<file path="config.mk">
export PLATFORM = sky130hd
export DESIGN_NAME = id_ex_reg_flat
export DESIGN_NICKNAME = d
export VERILOG_FILES = /design/src/rtl/id_ex_reg_if.sv /design/src/rtl/id_ex_reg.sv /design/src/flat_wrapper.sv
export SDC_FILE = /design/constraint.sdc
export NUM_CORES = 1
export LEC_CHECK = 0
export ABC_AREA = 1
export CAP_MARGIN = 20
export CORE_MARGIN = 3
export CORE_UTILIZATION = 52
export DETAILED_ROUTE_END_ITERATION = 16
export GPL_ROUTABILITY_DRIVEN = 0
export PLACE_DENSITY = 0.88
export SLEW_MARGIN = 20
export SYNTH_ARGS = -nofsm -noshare
export SYNTH_HDL_FRONTEND = slang
export SYNTH_SLANG_ARGS = --single-unit
</file>
<file path="constraint.sdc">
create_clock -name clk -period 2.7 [get_ports clk]
set_clock_uncertainty 0.05 [all_clocks]
set_input_delay 0.54 -clock clk [delete_from_list [all_inputs] [get_ports clk]]
set_output_delay 0.54 -clock clk [all_outputs]
set_load 0.01 [all_outputs]
</file>
<file path="src/rtl/id_ex_reg_if.sv">
// ---------------------------------------------------------------------------
// id_ex_reg_if : bundle of the decode-side, execute-side and writeback
// signals of the ID/EX pipeline register.
//   slave  : view used by id_ex_reg itself
//   master : view used by whatever surrounds it (decode/execute/testbench)
// ---------------------------------------------------------------------------
interface id_ex_reg_if #(
   parameter int REG_WIDTH = 64
);

   // decode side
   logic                 in_valid;
   logic                 in_ready;
   logic [REG_WIDTH-1:0] in_rs1_data;
   logic [REG_WIDTH-1:0] in_rs2_data;
   logic [REG_WIDTH-1:0] in_imm;
   logic [4:0]           in_rs1;
   logic [4:0]           in_rs2;
   logic [4:0]           in_rd;
   logic                 in_alu_src;
   logic [3:0]           in_alu_control;
   logic                 in_reg_write;
   logic                 flush;

   // writeback forwarding source
   logic                 wb_reg_write;
   logic [4:0]           wb_rd;
   logic [REG_WIDTH-1:0] wb_data;

   // execute side
   logic                 out_valid;
   logic                 out_ready;
   logic [REG_WIDTH-1:0] alu_in1;
   logic [REG_WIDTH-1:0] alu_in2;
   logic [3:0]           alu_control;
   logic [4:0]           out_rd;
   logic                 out_reg_write;

   modport slave (
      input  in_valid, in_rs1_data, in_rs2_data, in_imm, in_rs1, in_rs2, in_rd,
             in_alu_src, in_alu_control, in_reg_write, flush,
             wb_reg_write, wb_rd, wb_data, out_ready,
      output in_ready, out_valid, alu_in1, alu_in2, alu_control, out_rd,
             out_reg_write
   );

   modport master (
      output in_valid, in_rs1_data, in_rs2_data, in_imm, in_rs1, in_rs2, in_rd,
             in_alu_src, in_alu_control, in_reg_write, flush,
             wb_reg_write, wb_rd, wb_data, out_ready,
      input  in_ready, out_valid, alu_in1, alu_in2, alu_control, out_rd,
             out_reg_write
   );

endinterface : id_ex_reg_if

</file>
<file path="src/rtl/id_ex_reg.sv">
// ---------------------------------------------------------------------------
// id_ex_reg : ID/EX pipeline register built as a 2-entry skid buffer.
// The main register drives the ALU inputs directly; the skid register
// catches one extra entry when execute stalls, so in_ready can come from a
// flop (NOT skid_valid) with no combinational path from out_ready.
// Operand 2 is muxed (imm vs rs2) at capture time.
//
// Optional feature: define ID_EX_FWD_EN to forward wb_data into the rs1/rs2
// operand values at capture when writeback targets the same non-zero
// register. Without it the wb_* signals are ignored.
// ---------------------------------------------------------------------------
module id_ex_reg #(
   parameter int REG_WIDTH = 64
) (
   input logic         clk,
   input logic         reset_b,
   id_ex_reg_if.slave  bus
);

   typedef struct packed {
      logic [REG_WIDTH-1:0] op1;
      logic [REG_WIDTH-1:0] op2;
      logic [3:0]           ctl;
      logic [4:0]           rd;
      logic                 reg_write;
   } entry_t;

   entry_t               main_q;
   entry_t               skid_q;
   entry_t               cap;
   logic                 main_valid;
   logic                 skid_valid;
   logic                 in_ready;
   logic                 accept;
   logic                 consume;
   logic [REG_WIDTH-1:0] rs1_val;
   logic [REG_WIDTH-1:0] rs2_val;

   assign in_ready = ~skid_valid;
   assign accept   = bus.in_valid && in_ready;
   assign consume  = main_valid && bus.out_ready;

`ifndef ID_EX_FWD_EN
   // wb_* are intentionally unused when forwarding is compiled out.
   logic unused_wb;
   assign unused_wb = ^{bus.wb_reg_write, bus.wb_rd, bus.wb_data};
`endif

   // Build the entry to capture: operand values (optionally forwarded) and
   // the imm/rs2 select for operand 2.
   always_comb begin
      // NOTE: every variable written here gets a default first, so no path
      // leaves it unassigned and no latch is inferred.
      rs1_val = bus.in_rs1_data;
      rs2_val = bus.in_rs2_data;
`ifdef ID_EX_FWD_EN
      if (bus.wb_reg_write && (bus.wb_rd != 5'd0) && (bus.wb_rd == bus.in_rs1))
         rs1_val = bus.wb_data;
      if (bus.wb_reg_write && (bus.wb_rd != 5'd0) && (bus.wb_rd == bus.in_rs2))
         rs2_val = bus.wb_data;
`endif
      cap.op1       = rs1_val;
      cap.op2       = bus.in_alu_src ? bus.in_imm : rs2_val;
      cap.ctl       = bus.in_alu_control;
      cap.rd        = bus.in_rd;
      cap.reg_write = bus.in_reg_write;
   end

   // Skid-buffer state: reset beats flush beats the handshake.
   always_ff @(posedge clk) begin
      // NOTE: sequential state uses non-blocking assignments only, so every
      // flop sees the pre-edge value of every other flop.
      if (!reset_b) begin
         main_valid <= 1'b0;
         skid_valid <= 1'b0;
         // NOTE: the data registers are reset too because they drive the ALU
         // directly and must read zero out of reset.
         main_q     <= '0;
         skid_q     <= '0;
      end else if (bus.flush) begin
         main_valid <= 1'b0;
         skid_valid <= 1'b0;
      end else if (!main_valid || consume) begin
         // Main is free this edge: refill from skid first to keep FIFO order.
         // accept implies skid is empty, so the two sources never collide.
         if (skid_valid) begin
            main_q     <= skid_q;
            main_valid <= 1'b1;
         end else if (accept) begin
            main_q     <= cap;
            main_valid <= 1'b1;
         end else begin
            main_valid <= 1'b0;
         end
         skid_valid <= 1'b0;
      end else if (accept) begin
         // Main is stalled: park the new entry in the skid register.
         skid_q     <= cap;
         skid_valid <= 1'b1;
      end
   end

   assign bus.in_ready      = in_ready;
   assign bus.out_valid     = main_valid;
   assign bus.alu_in1       = main_q.op1;
   assign bus.alu_in2       = main_q.op2;
   assign bus.alu_control   = main_q.ctl;
   assign bus.out_rd        = main_q.rd;
   assign bus.out_reg_write = main_q.reg_write;

endmodule : id_ex_reg

</file>
<file path="src/flat_wrapper.sv">
// flat-port wrapper written by rule: the top's interface ports become plain ports
module id_ex_reg_flat 
#(
   parameter int REG_WIDTH = 64
)
  (clk, reset_b, bus_in_valid, bus_in_rs1_data, bus_in_rs2_data, bus_in_imm, bus_in_rs1, bus_in_rs2, bus_in_rd, bus_in_alu_src, bus_in_alu_control, bus_in_reg_write, bus_flush, bus_wb_reg_write, bus_wb_rd, bus_wb_data, bus_out_ready, bus_in_ready, bus_out_valid, bus_alu_in1, bus_alu_in2, bus_alu_control, bus_out_rd, bus_out_reg_write);
  id_ex_reg_if #(.REG_WIDTH(REG_WIDTH)) bus_i ();
  input logic clk;
  input logic reset_b;
  input wire logic [$bits(bus_i.in_valid)-1:0] bus_in_valid;
  input wire logic [$bits(bus_i.in_rs1_data)-1:0] bus_in_rs1_data;
  input wire logic [$bits(bus_i.in_rs2_data)-1:0] bus_in_rs2_data;
  input wire logic [$bits(bus_i.in_imm)-1:0] bus_in_imm;
  input wire logic [$bits(bus_i.in_rs1)-1:0] bus_in_rs1;
  input wire logic [$bits(bus_i.in_rs2)-1:0] bus_in_rs2;
  input wire logic [$bits(bus_i.in_rd)-1:0] bus_in_rd;
  input wire logic [$bits(bus_i.in_alu_src)-1:0] bus_in_alu_src;
  input wire logic [$bits(bus_i.in_alu_control)-1:0] bus_in_alu_control;
  input wire logic [$bits(bus_i.in_reg_write)-1:0] bus_in_reg_write;
  input wire logic [$bits(bus_i.flush)-1:0] bus_flush;
  input wire logic [$bits(bus_i.wb_reg_write)-1:0] bus_wb_reg_write;
  input wire logic [$bits(bus_i.wb_rd)-1:0] bus_wb_rd;
  input wire logic [$bits(bus_i.wb_data)-1:0] bus_wb_data;
  input wire logic [$bits(bus_i.out_ready)-1:0] bus_out_ready;
  output wire logic [$bits(bus_i.in_ready)-1:0] bus_in_ready;
  output wire logic [$bits(bus_i.out_valid)-1:0] bus_out_valid;
  output wire logic [$bits(bus_i.alu_in1)-1:0] bus_alu_in1;
  output wire logic [$bits(bus_i.alu_in2)-1:0] bus_alu_in2;
  output wire logic [$bits(bus_i.alu_control)-1:0] bus_alu_control;
  output wire logic [$bits(bus_i.out_rd)-1:0] bus_out_rd;
  output wire logic [$bits(bus_i.out_reg_write)-1:0] bus_out_reg_write;
  assign bus_i.in_valid = bus_in_valid;
  assign bus_i.in_rs1_data = bus_in_rs1_data;
  assign bus_i.in_rs2_data = bus_in_rs2_data;
  assign bus_i.in_imm = bus_in_imm;
  assign bus_i.in_rs1 = bus_in_rs1;
  assign bus_i.in_rs2 = bus_in_rs2;
  assign bus_i.in_rd = bus_in_rd;
  assign bus_i.in_alu_src = bus_in_alu_src;
  assign bus_i.in_alu_control = bus_in_alu_control;
  assign bus_i.in_reg_write = bus_in_reg_write;
  assign bus_i.flush = bus_flush;
  assign bus_i.wb_reg_write = bus_wb_reg_write;
  assign bus_i.wb_rd = bus_wb_rd;
  assign bus_i.wb_data = bus_wb_data;
  assign bus_i.out_ready = bus_out_ready;
  assign bus_in_ready = bus_i.in_ready;
  assign bus_out_valid = bus_i.out_valid;
  assign bus_alu_in1 = bus_i.alu_in1;
  assign bus_alu_in2 = bus_i.alu_in2;
  assign bus_alu_control = bus_i.alu_control;
  assign bus_out_rd = bus_i.out_rd;
  assign bus_out_reg_write = bus_i.out_reg_write;
  id_ex_reg #(.REG_WIDTH(REG_WIDTH)) u_core (.clk(clk), .reset_b(reset_b), .bus(bus_i));
endmodule
</file>
## Word-level counts from Yosys, hierarchy flattened

Index checks and enable logic that the tools add are counted.

| operators by class | value |
|---|---|
| muxes and demuxes | 5 |
| reductions and logical operators | 9 |
| bitwise operators | 4 |

Operator list:

| cell | count |
|---|---|
| 138-bit two-way mux | 2 |
| 64-bit two-way mux | 1 |
| 3-bit AND reduction | 2 |
| 1-bit NOT | 4 |
| 3-bit OR reduction | 1 |
| 1-bit logical AND | 2 |
| 1-bit two-way mux | 2 |
| 2-bit nonzero test | 1 |
| 2-bit OR reduction | 1 |
| 1-bit logical NOT | 1 |
| 1-bit logical OR | 1 |

| word-level totals | value |
|---|---|
| input port bits | 288 |
| word-level logic and storage cells | 30 |
| register bits after elaboration | 278 |
| output and inout port bits | 140 |

## Logic depth before layout (Yosys ltp)

Gate-level depths: netlist (run 1).

| depth | value |
|---|---|
| word-level depth | 4 |
| gate-level depth with buffers | 9 |
| depth with buffers taken out | 6 |

## Worst setup path before layout (run 1)

Ideal clock, no wire load.

| path | value |
|---|---|
| kind | input port to flip-flop |
| start | input bus_out_ready |
| end | register u_core.main_q (netlist bit u_core.bus.alu_in2[25]) |
| path buffers | 2 |
| library setup time | 0.112 ns |
| data arrival time | 1.395 ns |
| stages on the path | 7 |
| data required time | 2.538 ns |
| slack | 1.143 ns |
| cells stage by stage | inv_1 -> nand2_1 -> buf_2 -> buf_1 -> nand3_1 -> nor2_1 -> nor2_1 |

| on the way | value |
|---|---|
| word-level cells in the longest chain between the ends | 3 |

Ends and longest elaborated chain:

| item | line | text |
|---|---|---|
| start, declared | flat_wrapper.sv:24 | `input wire logic [$bits(bus_i.out_ready)-1:0] bus_out_ready;` |
| 1-bit logical AND | id_ex_reg.sv:41 | `assign consume = main_valid && bus.out_ready;` |
| 1-bit logical OR | id_ex_reg.sv:83 | `end else if (!main_valid \|\| consume) begin` |
| 3-bit AND reduction (no line) | - |  |
| end signal, assigned | id_ex_reg.sv:87 | `main_q <= skid_q;` |
| end signal, assigned | id_ex_reg.sv:90 | `main_q <= cap;` |
| end, declared | id_ex_reg.sv:28 | `entry_t main_q;` |

No other way between the ends.
A chain may end at the register's enable or synchronous reset.

## Worst setup path in the final report (run 1)

| path | value |
|---|---|
| start | register u_core.skid_valid |
| end | output bus_in_ready |

| on the way | value |
|---|---|
| word-level cells in the longest chain between the ends | 1 |

Ends and longest elaborated chain:

| item | line | text |
|---|---|---|
| start, declared | id_ex_reg.sv:32 | `logic skid_valid;` |
| start signal, assigned | id_ex_reg.sv:75 | `skid_valid <= 1'b0;` |
| start signal, assigned | id_ex_reg.sv:82 | `skid_valid <= 1'b0;` |
| start signal, assigned | id_ex_reg.sv:95 | `skid_valid <= 1'b0;` |
| 1-bit NOT | id_ex_reg.sv:39 | `assign in_ready = ~skid_valid;` |
| end, declared | flat_wrapper.sv:25 | `output wire logic [$bits(bus_i.in_ready)-1:0] bus_in_ready;` |

No other way between the ends.

==> run_results.csv, run 1 <==
group,metric,value,unit
status,status,"finished, final reports clean",
power_and_ir_drop,share_comb_of_total_power,16.8,%
worst_setup_path,start_kind,"register",
die,die-height,171,um
clock_network,cts_resized,0,
worst_setup_path,reg2reg_slack,1050,ps
power_and_ir_drop,p_int,0.00740,W
timing,tightest_slew,770,ps
yosys,syn_area_per_cell,5.85,um2
clock_network,htreeDepth,1,
final_layout,drive_gt1_share,3.26,%
global_routing,antenna_found_initial,1,
power_and_ir_drop,p_sw_share,25.9,%
timing,clock.fmax,460,MHz
timing,tns,0,ps
timing,relSlewSlack,48.7,%
final_layout,final_cell_mix,"nand2_1 (746), nor2_1 (616), clkdlybuf4s50_1 (345)",
yosys,yosysSeqAreaShare,39.2,%
worst_setup_path,critPathKind,"register to output pin",
global_routing,grt_max_degree,149,
final_layout,area_growth,31.5,%
clock_network,cts.hold.buffers_added,0,
timing,period_minus_slack,2170,ps
worst_setup_path,crit_start,"u_core.skid_valid",
global_routing,grt_pass1_wl,63700,um
power_and_ir_drop,power_frac_clock,39.4,%
final_layout,nNetsFinal,2963,
worst_setup_path,rr_worst_depth,7,
global_routing,grtUsageTotal,25.7,%
worst_setup_path,crit_fanout,5,
routing,drtIter0Drc,1239,
die,rows,59,
timing,period_share,80.5,%
global_routing,first_global_vias,13721,
min_path,holdCritStartpoint,"u_core.skid_q[79]",
final_layout,final_cell_area,18700,um2
placed_design,port-buffer-count,347,
yosys,synth_top_area_cell,"dfxtp_1",
final_layout,fillers,2138,
routing,vias,14951,
worst_setup_path,r2r-start,"u_core.skid_valid",
worst_setup_path,r2r-end,"u_core.bus.alu_in1[50]",
final_layout,register_area,5570,um2
min_path,hold_depth,2,
power_and_ir_drop,seq_power_share,43.8,%
final_layout,multiInputGateArea,6580,um2
power_and_ir_drop,power,0.00999,W
final_layout,final_cells,3034,
clock_network,cts_buffer_depth,3,
routing,ant_nets,0,
timing,finalSetupViolations,0,
yosys,synth.distinct_cells,17,
placed_design,placed_area,17700,um2
yosys,synth_area_leaders,"dfxtp_1 (39%), nand2_1 (20%), nor2_1 (16%)",
worst_setup_path,critPathCaptureType,"output pin",
yosys,async_reset_ff_share,0,%
min_path,hold_end,"u_core.skid_q[79]",
min_path,worstHoldPathType,"register to register",
global_routing,grt-ovfl-total,0,
yosys,syn-instance-count,2427,
die,start_util,53.7,%
routing,drc,0,
routing,vias_per_cell,4.93,
die,dieArea,29300,um2
die,ios,428,
yosys,synth_nets,2715,
yosys,yosysWarnings,0,
clock_network,clkLatencyLatePin,540,ps
placed_design,place_hpwl,25900,um
clock_network,cts_setup_buffers,0,
die,die_w,171,um
yosys,synth.top_cell.area_share,39.2,%
routing,dr.pass1.iters,5,
yosys,syn_area,14200,um2
placed_design,dp_cells,2979,
final_layout,final_common_cell,"nand2_1",
timing,slew_violations,0,
timing,rsz0062_at_grt,"no",
die,design.core.area,26400,um2
routing,drt_wl_total,39700,um
clock_network,cts_sinks,278,
worst_setup_path,worstPathRequired,2110,ps
yosys,synth-edff-count,0,
power_and_ir_drop,power.density,535,nW/um2
clock_network,clk_pin_slew_worst_paths,60,ps
yosys,ys_ff_latch,278,
worst_setup_path,arrival,1580,ps
power_and_ir_drop,p_leak,9.05,nW
power_and_ir_drop,ir_drop,418,uV
power_and_ir_drop,power_switching,0.00259,W
run,cap_violations,0,
routing,wl_per_cell,13.1,um
clock_network,clockRootBuffer,"clkbuf_16",
clock_network,cts_buffers,29,
yosys,ys.flop_type,"dfxtp_1",
timing,hold_violations,0,
clock_network,cts_tree,"built",
power by group through the flow:
stage | sequential [W] | clock (W) | combinational, W
2_1_floorplan | 0.00452 | 0 | 0.000777
3_3_place_gp | 0.00446 | 0 | 0.00162
3_5_place_dp | 0.00447 | 0 | 0.00166
4_1_cts | 0.00438 | 0.00398 | 0.00168
5_1_grt | 0.00439 | 0.00416 | 0.00186
6_report | 0.00438 | 0.00394 | 0.00167
kinds of logic after synthesis:
logic type / Yosys count / share of synthesized area, %
buf+inv: 501 / 14.7
simple gates: 1573 / 43.5
compound gates: 75 / 2.64
flops: 278 / 39.2
cell usage after synthesis (2+ instances only):
cell type,instances
nand2_1,747
nor2_1,618
inv_1,341
dfxtp_1,278
nand3_1,203
o21ai_0,74
buf_2,71
clkbuf_1,48
buf_4,29
buf_1,7
inv_2,4
nor2_2,2
critical path, cell delays in order, from the launching register on:
cell	delay, ps
dfxtp_4	380
inv_2	80
clkdlybuf4s50_1	590
layer usage:
metal  track usage (%)  vias up  part of all wire [%]
met1              31.1     6616                    40
met4              11.4        0                   4.4
met3              3.38      125                   6.9
met5                 0        -                     0
li1                  -     7604                     -
met2              45.7      606                    49
final cells by class:
class,count,share of cell area (%)
multi-input cells,1648,35.2
flip-flops and latches,278,29.8
repair buffers,373,20.7
inverters,345,6.93
clock buffers,40,4.37
well taps,335,2.24
clock inverters,14,0.683
diodes,1,0.0134
registers in the layout, summed over array words and instances (netlist names):
name	flops
u_core.bus.alu_in1	64
u_core.bus.out_valid	1
u_core.skid_q	138
u_core.bus.out_reg_write	1
u_core.bus.alu_in2	64
u_core.skid_valid	1
u_core.bus.alu_control	4
u_core.bus.out_rd	5
how the worst max path moves through the flow:
stage | endpoint | depth (start not counted)
after floorplan | u_core.bus.alu_in2[25] | 7
after global placement | u_core.bus.alu_in2[26] | 7
after detailed placement | u_core.bus.alu_in2[26] | 7
after CTS | bus_in_ready | 2
after global routing | bus_in_ready | 2
final | bus_in_ready | 2
metrics by stage:
stage | setup WS, ps | utilization [%] | hold WS (ps)
floorplan | 1140 | - | 405
global placement | 374 | 67.1 | 412
detailed placement | 368 | 67.1 | 421
CTS | 530 | 70.7 | 434
global route | 492 | 70.7 | 449
finish | 527 | 70.7 | 430
(Power assumes the default switching activity.)
==> inputs of run 2 (changes only) <==
--- a/config.mk
+++ b/config.mk
@@ -8,10 +8,10 @@
 export ABC_AREA = 1
 export CAP_MARGIN = 20
 export CORE_MARGIN = 3
-export CORE_UTILIZATION = 52
+export CORE_UTILIZATION = 48
 export DETAILED_ROUTE_END_ITERATION = 16
 export GPL_ROUTABILITY_DRIVEN = 0
-export PLACE_DENSITY = 0.88
+export PLACE_DENSITY = 0.82
 export SLEW_MARGIN = 20
 export SYNTH_ARGS = -nofsm -noshare
 export SYNTH_HDL_FRONTEND = slang
==> constraint.sdc (replaced) <==
create_clock -name clk -period 2 [get_ports clk]
set_clock_uncertainty 0.05 [all_clocks]
set_input_delay 0.4 -clock clk [delete_from_list [all_inputs] [get_ports clk]]
set_output_delay 0.4 -clock clk [all_outputs]
set_load 0.01 [all_outputs]
==> run_results.csv, run 2 (synthesis gave the netlist of run 1 again) <==
group,metric,value,unit
global_routing,grt_max_degree,155,
global_routing,grtUsageTotal,24.1,%
die,dieArea,31700,um2
routing,vias_per_cell,4.74,
worst_setup_path,rr_worst_depth,5,
routing,drc,0,
final_layout,top_register,"u_core.skid_q",
worst_setup_path,slowest_stage,"clkdlybuf4s50_1",
min_path,worstHoldPathType,"input port to register",
worst_setup_path,r2r-end,"u_core.bus.alu_in1[18]",
final_layout,final_util,66.9,%
worst_setup_path,start_kind,"register",
power_and_ir_drop,power.density,719,nW/um2
routing,dr.pass1.iters,5,
worst_setup_path,crit_chain,"clkdlybuf4s50_1",
timing,hold_ws,297,ps
final_layout,drive_gt1_share,4.54,%
power_and_ir_drop,ir_drop,658,uV
final_layout,area_growth,36.2,%
clock_network,cts_buffers,30,
worst_setup_path,setup.worst_path.end,"bus_alu_in2[8]",
die,rows,62,
final_layout,diodes,0,
worst_setup_path,arrival,1500,ps
routing,wl_per_cell,12.7,um
timing,period_share,97.4,%
final_layout,multiInputGateArea,6580,um2
global_routing,first_global_vias,13639,
routing,ant_nets,0,
placed_design,port-buffer-count,347,
final_layout,fillers,2428,
worst_setup_path,critPathTopFamily,"buffers and inverters",
timing,clock.fmax,514,MHz
worst_setup_path,cp_num_cells,1,
routing,vias,14780,
global_routing,antenna_found_initial,0,
clock_network,cts.hold.buffers_added,0,
final_layout,final_cell_area,19300,um2
clock_network,clkLatencyLatePin,550,ps
timing,slew_violations,0,
timing,tns,0,ps
placed_design,placed_area,18300,um2
clock_network,clk_pin_slew_worst_paths,60,ps
clock_network,htreeDepth,1,
worst_setup_path,crit_buf_inv,1,
global_routing,grt_pass1_wl,64100,um
timing,hold_violations,0,
run,cap_violations,0,
worst_setup_path,crit_start,"u_core.bus.alu_in2[8]",
final_layout,final_cells,3118,
clock_network,cts_buffer_depth,3,
clock_network,cts_sinks,278,
die,ios,428,
worst_setup_path,reg2reg_slack,250,ps
final_layout,largest_register_ffs,138,
final_layout,register_area,5570,um2
timing,rsz0062_at_grt,"no",
final_layout,final_cell_mix,"nand2_1 (746), nor2_1 (616), inv_1 (341)",
timing,relSlewSlack,57.8,%
worst_setup_path,worstPathRequired,1550,ps
die,start_util,49.1,%
routing,drtIter0Drc,1115,
routing,drt_wl_total,39700,um
timing,tightest_slew,632,ps
worst_setup_path,r2r-start,"u_core.skid_valid",
die,die-height,178,um
die,die_w,178,um
status,status,"finished, final reports clean",
worst_setup_path,critPathKind,"register to output pin",
final_layout,final_common_cell,"nand2_1",
placed_design,place_hpwl,27500,um
timing,finalSetupViolations,0,
worst_setup_path,crit_fanout,2,
clock_network,clockRootBuffer,"clkbuf_16",
power_and_ir_drop,p_leak,9.40,nW
worst_setup_path,critPathCaptureType,"output pin",
timing,period_minus_slack,1950,ps
global_routing,grt-ovfl-total,0,
final_layout,nNetsFinal,3001,
worst_setup_path,slowest_delay,610,ps
placed_design,dp_cells,3064,
die,design.core.area,28900,um2
clock_network,cts_tree,"built",
==> run 2: cell count changes in the layout (fill, tap and decap cells not counted), sizes merged <==
| cell | change |
|---|---|
| buf | +37 |
| bufinv | +1 |
| clkbuf | +3 |
| clkdlybuf4s50 | -5 |
| clkinv | -6 |
| clkinvlp | +1 |
| diode | -1 |
| dlygate4sd2 | +1 |
| dlymetal6s2s | +4 |
==> run 2: through the flow <==
step	setup WS (ps)	total power (W)
after floorplan	583	0.00716
after global placement	2.03	0.00831
after detailed placement	-57.5	0.00836
after CTS	18.2	0.0140
after global routing	4.25	0.0145
final	52.6	0.0139
==> run 2: where the power goes <==
group	internal (W)	total, W	switching (W)
registers	0.00578	0.00591	0.000127
clock network	0.00340	0.00566	0.00226
logic	0.00117	0.00234	0.00117
total	0.0103	0.0139	0.00356
==> run 2: worst reg2reg max path: cells and delay by family, from the launching register on <==
kind,cells,cell delay (ps)
buf+inv,2,700
compound gates,1,360
simple gates,2,190
flops,1,350
==> run 2: cell type report <==
class	instances	area share, %
Tap cell	384	2.48
Sequential cell	278	28.8
Clock buffer	43	4.49
Clock inverter	10	0.750
Inverter	345	6.69
Timing Repair Buffer	410	22.8
Multi-Input combinational cell	1648	34.0
==> run 2: repair_timing <==
item	4_1_cts	5_1_grt
setup endpoints to repair	1	4
resized for setup	1	4
buffers inserted	1	0
==> run 2: how the worst min path moves through the flow <==
stage / end / slack (ps) / cells after the start / start
2_1_floorplan: u_core.skid_q[63] / 400 / 2 / u_core.skid_q[63]
3_3_place_gp: u_core.skid_q[134] / 410 / 2 / u_core.skid_q[134]
3_5_place_dp: u_core.skid_q[134] / 420 / 2 / u_core.skid_q[134]
4_1_cts: u_core.skid_q[50] / 280 / 3 / reset_b
5_1_grt: u_core.bus.alu_in2[59] / 300 / 3 / reset_b
6_report: u_core.skid_q[46] / 300 / 3 / reset_b
==> run 2: metal layers <==
layer / vias to the layer above / GRT usage (%) / part of all wire, %
met5: - / 0 / 0
li1: 7690 / - / -
met4: 0 / 9.16 / 3.8
met1: 6523 / 29.1 / 41
met2: 471 / 42.8 / 49
met3: 96 / 3.90 / 6.4
